[src/rtl/program_loader.sv]
// program_loader: packs a UART byte stream MSB-first into 32-bit words
// and writes them to instruction memory from address 0 until HALT or full.
module program_loader #(
    parameter int LEN_ADDR  = 7,
    parameter int LEN_DATA  = 32,
    parameter int RAM_DEPTH = 128
) (
    input  logic                clk,
    input  logic                reset,
    input  logic                start,
    input  logic [7:0]          rx_data,
    input  logic                rx_done,
    output logic                wr_en,
    output logic [LEN_ADDR-1:0] wr_addr,
    output logic [LEN_DATA-1:0] wr_data,
    output logic                busy,
    output logic                load_done,
    output logic                overflow
);

    typedef enum logic [1:0] {
        IDLE  = 2'd0,
        RECV  = 2'd1,
        WRITE = 2'd2,
        DONE  = 2'd3
    } state_t;

    localparam logic [LEN_ADDR-1:0] LAST_ADDR = LEN_ADDR'(RAM_DEPTH - 1);

    state_t              r_state;
    state_t              w_next_state;
    logic [23:0]         r_shift;
    logic [1:0]          r_byte_cnt;
    logic [LEN_ADDR-1:0] r_wr_addr;
    logic [LEN_DATA-1:0] r_wr_data;
    logic                r_overflow;

    logic                w_halt;
    logic                w_last;
    logic                w_word_done;

    assign w_halt      = (r_wr_data[31:26] == 6'b111111);
    assign w_last      = (r_wr_addr == LAST_ADDR);
    assign w_word_done = rx_done && (r_byte_cnt == 2'd3);

    // State register
    always_ff @(posedge clk) begin
        if (reset) begin
            r_state <= IDLE;
        end else begin
            r_state <= w_next_state;
        end
    end

    // Next-state logic; WRITE always lasts exactly one cycle
    always_comb begin
        w_next_state = r_state;
        unique case (r_state)
            IDLE: begin
                if (start) w_next_state = RECV;
            end
            RECV: begin
                if (w_word_done) w_next_state = WRITE;
            end
            WRITE: begin
                if (w_halt || w_last) w_next_state = DONE;
                else                  w_next_state = RECV;
            end
            DONE: begin
                if (start) w_next_state = RECV;
            end
            default: w_next_state = IDLE;
        endcase
    end

    // Datapath: byte packing, address stepping and overflow flag
    always_ff @(posedge clk) begin
        if (reset) begin
            r_shift    <= '0;
            r_byte_cnt <= '0;
            r_wr_addr  <= '0;
            r_wr_data  <= '0;
            r_overflow <= 1'b0;
        end else begin
            unique case (r_state)
                IDLE, DONE: begin
                    if (start) begin
                        r_wr_addr  <= '0;
                        r_byte_cnt <= '0;
                        r_overflow <= 1'b0;
                    end
                end
                RECV: begin
                    if (rx_done) begin
                        r_shift    <= {r_shift[15:0], rx_data};
                        r_byte_cnt <= r_byte_cnt + 2'd1;
                        if (r_byte_cnt == 2'd3) begin
                            r_wr_data <= {r_shift, rx_data};
                        end
                    end
                end
                WRITE: begin
                    if (!w_halt && w_last) begin
                        r_overflow <= 1'b1;
                    end
                    // A byte arriving here starts the next word
                    if (!w_halt && !w_last) begin
                        r_wr_addr <= r_wr_addr + 1'b1;
                        if (rx_done) begin
                            r_shift    <= {r_shift[15:0], rx_data};
                            r_byte_cnt <= r_byte_cnt + 2'd1;
                        end
                    end
                end
                default: ;
            endcase
        end
    end

    assign wr_en     = (r_state == WRITE);
    assign wr_addr   = r_wr_addr;
    assign wr_data   = r_wr_data;
    assign busy      = (r_state == RECV) || (r_state == WRITE);
    assign load_done = (r_state == DONE);
    assign overflow  = r_overflow;

endmodule

[config.mk]
export PLATFORM = sky130hd
export DESIGN_NAME = program_loader
export DESIGN_NICKNAME = d
export VERILOG_FILES = /design/src/rtl/program_loader.sv
export SDC_FILE = /design/constraint.sdc
export NUM_CORES = 1
export LEC_CHECK = 0
export BUFFER_PORTS_ARGS = -buffer_cell sky130_fd_sc_hd__buf_2
export CORE_MARGIN = 1
export CORE_UTILIZATION = 57
export DETAILED_ROUTE_END_ITERATION = 8
export GPL_TIMING_DRIVEN = 0
export PLACE_DENSITY = 0.92
export SYNTH_ARGS = -nofsm -noshare
export SYNTH_HDL_FRONTEND = slang
export SYNTH_SLANG_ARGS = --single-unit
export TNS_END_PERCENT = 30
[constraint.sdc]
create_clock -name clk -period 2.95 [get_ports clk]
set_input_delay 0.4425 -clock clk [delete_from_list [all_inputs] [get_ports clk]]
set_output_delay 0.4425 -clock clk [all_outputs]
set_load 0.1 [all_outputs]
==> parameters.txt <==
Parameter                              Value

Logic synthesis
  Syn_nets ... 350
  Number of synthesis warnings ... 0
  Async set-or-reset flop fraction in the synthesized netlist ... 0
  Number of synthesized flops with an enable pin ... 0
  Top_reg_cell synth ... sky130_fd_sc_hd__dfxtp_1
  Part of the Yosys area used for sequential elements ... 0.5208
  Area share of the leading cell type in the synthesized netlist ... 0.5208
  Main area contributors after synthesis ... sky130_fd_sc_hd__dfxtp_1 52%, sky130_fd_sc_hd__nand2_1 18%, sky130_fd_sc_hd__a21oi_1 12%
  Post-synth design cell area ... 2614 µm²
  Dominant cell type by area after synthesis ... sky130_fd_sc_hd__dfxtp_1
  Count of distinct cell types in the synthesized netlist ... 28
  Most repeated cell in the gate-level netlist after synthesis ... sky130_fd_sc_hd__nand2_1
  Total of flip-flops plus latches after synthesis ... 68
  Gate count after technology mapping ... roughly 330
  Mean cell area of the mapped netlist ... 7.849 µm²
  Top cell types by occurrence after synthesis ... 124 x sky130_fd_sc_hd__nand2_1, 68 x sky130_fd_sc_hd__dfxtp_1, 64 x sky130_fd_sc_hd__a21oi_1, 16 x sky130_fd_sc_hd__clkbuf_1, 9 x sky130_fd_sc_hd__nand3_1

Cells and area
  Final cell count without fillers ... 453
  Count of fill cells added during filler insertion ... 340
  Final nets ... 415
  Fraction of final layout cells sized beyond drive strength 1 ... 0.1870
  Diode insertion count for antenna repair ... 0
  Relative area change from synthesis to final layout ... 19.53%

Global route
  Vias in the first global route ... 2346
  Pin count of the biggest net entering global routing ... 11
  Total gr overflow ... 0
  Overall fraction of global-route tracks in use ... 0.2696
  Global-route wire length before repair ... just over 10 mm
  Number of antenna violations at the first check in global routing ... 0

Detailed routing
  Remaining routing DRC violations ... 0
  Count of nets left with antenna violations after detail routing ... 0
  WL final ... 6.150 mm
  1st-pass router iterations ... 4
  Drt first-iter violations ... 136
  Total vias in the final route ... 2525
  Avg Vias per Cell ... 5.574
  Average detailed-routed wire length per instance ... 13.58 µm

CTS
  Number of buffers inserted for hold repair after clock tree synthesis ... 0
  Clock tree buffer depth ... 2
  Post-CTS resize count ... 0
  Number of H-tree levels ... 3
  Total clock sinks ... 68
  Clock tree from TritonCTS ... built
  Clock latency on the worst-skew pair ... about 350 ps
  Clock transition at path regs ... 70 ps
  Clock buffer count from CTS ... 9
  Post-CTS setup buffer count ... 0
  Clock root buffer ... sky130_fd_sc_hd__clkbuf_8

Power
  LEAKAGE ... 1.241 nW
  Post-layout power ... 0.002312 W
  Power density relative to cell area ... 740.2 nW/µm²
  Worst ir drop on vdd ... 0.4566 mV

Setup path
  Worst setup path endpoint ... busy
  Crit end category ... output port
  Number of buffers and inverters on the critical path ... 3
  Dominant delay contributor by cell family on the critical path ... buffers and inverters
  R2r worst-path depth ... 6
  Setup crit start ... r_state[0]
  Required time of the critical path ... 2510 ps
  Register-to-Register Setup Slack ... 770 ps
  Critical Path, Cell by Cell ... inv_1 -> ha_1 -> inv_1 -> buf_2
  Library cell contributing the largest single delay on the critical path ... sky130_fd_sc_hd__buf_2
  Most frequent CP cell ... sky130_fd_sc_hd__inv_1
  RR Startpoint ... r_state[0]
  Sort of element at the start of the critical path ... flop
  CP Max Fanout ... 6
  Kind of critical path ... flop to output port
  Path length in cells of the critical path ... 4
  CP arrival ... 1750 ps
  Biggest cell delay along the critical path ... between 400 and 500 ps
  Crit Reg-Reg Endpoint ... wr_addr[2]

Placed design
  Global placement routability congestion ... just under 0.9
  Number of input and output port buffers inserted ... 54
  Placed Instances ... 439
  Half-perimeter wire length of the detailed placement result ... 4.235 mm
  Worst setup slack after placement ... approximately 820 ps

Floorplan
  Area of the die ... 4860 µm²
  I/O pin count ... 55
  Starting density of the core ... 0.5962
  Die boundary height ... 69.72 µm
  Width of the die ... 69.72 µm
  Site Rows ... 24
  Core region area ... between 4000 and 5000 µm²

Timing
  Normalized max-slew margin ... 0.6535
  Hold Violations, Final ... 0
  Number of endpoints failing setup at the final stage ... 0
  Peak clock frequency supported by timing ... 455.9 MHz
  Setup skew after layout ... 7.050 ps
  Fin worst setup slack ... 756.7 ps
  Final min period ... 2193 ps
  Final sum of negative setup slack ... 0 ps
  Unrepaired setup endpoints after global routing ... no
  Max-slew violations ... 0
  Final cycle utilization of the critical path ... 0.7435
  Worst-margin pin slew ... 519.8 ps

Min path
  Path type of the worst min-delay path ... input pin to flop

Status
  Result of the run ... complete, no violations

Flow run
  Max-cap violations ... 0
-- worst register-to-register path: stages, from the launching register on --
cell and delay [ps]:
sky130_fd_sc_hd__dfxtp_1 400, sky130_fd_sc_hd__inv_1 60, sky130_fd_sc_hd__ha_1 400, sky130_fd_sc_hd__mux2i_2 260
sky130_fd_sc_hd__or4_4 480, sky130_fd_sc_hd__or3b_1 390, sky130_fd_sc_hd__a21oi_1 140
-- registers in the layout, indices dropped and copies added (netlist names) --
register	cells
wr_data	32
r_shift	24
wr_addr	7
r_byte_cnt	2
r_state	2
overflow	1
-- how the worst min path moves through the flow --
stage	start	to	slack, ps	cells past startpoint
detailed placement	r_shift[22]	wr_data[30]	440	2
finish	rx_data[4]	r_shift[4]	340	3
global placement	r_shift[22]	wr_data[30]	440	2
global route	rx_data[2]	wr_data[2]	350	3
CTS	rx_data[5]	wr_data[5]	340	3
floorplan	r_shift[16]	wr_data[24]	430	2
-- report_power, final --
part           switching [W]  total (W)  internal [W]
clock network       0.000328   0.000690      0.000362
registers          0.0000445    0.00102      0.000972
logic               0.000459   0.000606      0.000148
total               0.000831    0.00231       0.00148
-- layout by cell type, fill, tap and decap left out --
master and n:
sky130_fd_sc_hd__o21ai_0 6, sky130_fd_sc_hd__inv_1 7, sky130_fd_sc_hd__or2_2 1, sky130_fd_sc_hd__clkbuf_1 16, sky130_fd_sc_hd__a221oi_1 1, sky130_fd_sc_hd__nor3_1 1, sky130_fd_sc_hd__o311ai_0 1, sky130_fd_sc_hd__clkbuf_8 12
sky130_fd_sc_hd__mux2i_1 1, sky130_fd_sc_hd__a41oi_2 1, sky130_fd_sc_hd__or4_1 3, sky130_fd_sc_hd__o2111ai_1 2, sky130_fd_sc_hd__and3_1 2, sky130_fd_sc_hd__a21oi_1 64, sky130_fd_sc_hd__nand2_1 124, sky130_fd_sc_hd__or3_1 2
sky130_fd_sc_hd__a41o_1 1, sky130_fd_sc_hd__o32ai_1 1, sky130_fd_sc_hd__buf_2 57, sky130_fd_sc_hd__ha_1 5, sky130_fd_sc_hd__nor4_1 2, sky130_fd_sc_hd__or3b_1 1, sky130_fd_sc_hd__mux2i_2 1, sky130_fd_sc_hd__or4b_1 1
sky130_fd_sc_hd__dfxtp_1 68, sky130_fd_sc_hd__nor2_1 7, sky130_fd_sc_hd__a31oi_1 1, sky130_fd_sc_hd__or4_4 1, sky130_fd_sc_hd__nand3_1 9, sky130_fd_sc_hd__clkinv_2 2
-- layout make-up --
cell class | instances | area (µm²) | share of cell area
plain buffers | 19 | 75.07 | 0.02403
clock buffers | 12 | 165.2 | 0.05286
clock inverters | 2 | 10.01 | 0.003204
inverters | 7 | 26.28 | 0.008410
multi-input cells | 239 | 1151 | 0.3684
flip-flops and latches | 68 | 1361 | 0.4357
well taps | 52 | 65.06 | 0.02082
repair buffers | 54 | 270.3 | 0.08650
-- metal layers --
metal	global-route usage	up-vias	wire length [µm]
met5	0	-	0
met4	0.1244	0	110
met3	0.06977	12	380
met2	0.4498	83	3058
met1	0.3258	1187	2602
li1	-	1243	-
-- through the flow --
step	area [µm²]	util	hold WS [ps]
2_1_floorplan	2614	-	432.2
3_3_place_gp	2949	0.6727	438.9
3_5_place_dp	2949	0.6727	443.0
4_1_cts	3124	0.7126	339.6
5_1_grt	3124	0.7126	353.7
6_report	3124	0.7126	342.0
-- logic make-up (layout without fill, tap and decap cells) --
group,count (synthesis),after routing,synth area share
fa+ha+maj,5,5,0.02393
buf+inv,26,94,0.03878
compound gates,78,78,0.1632
mux,2,2,0.009094
simple gates,154,154,0.2441
flops,68,68,0.5208
(Power assumes the default switching activity.)
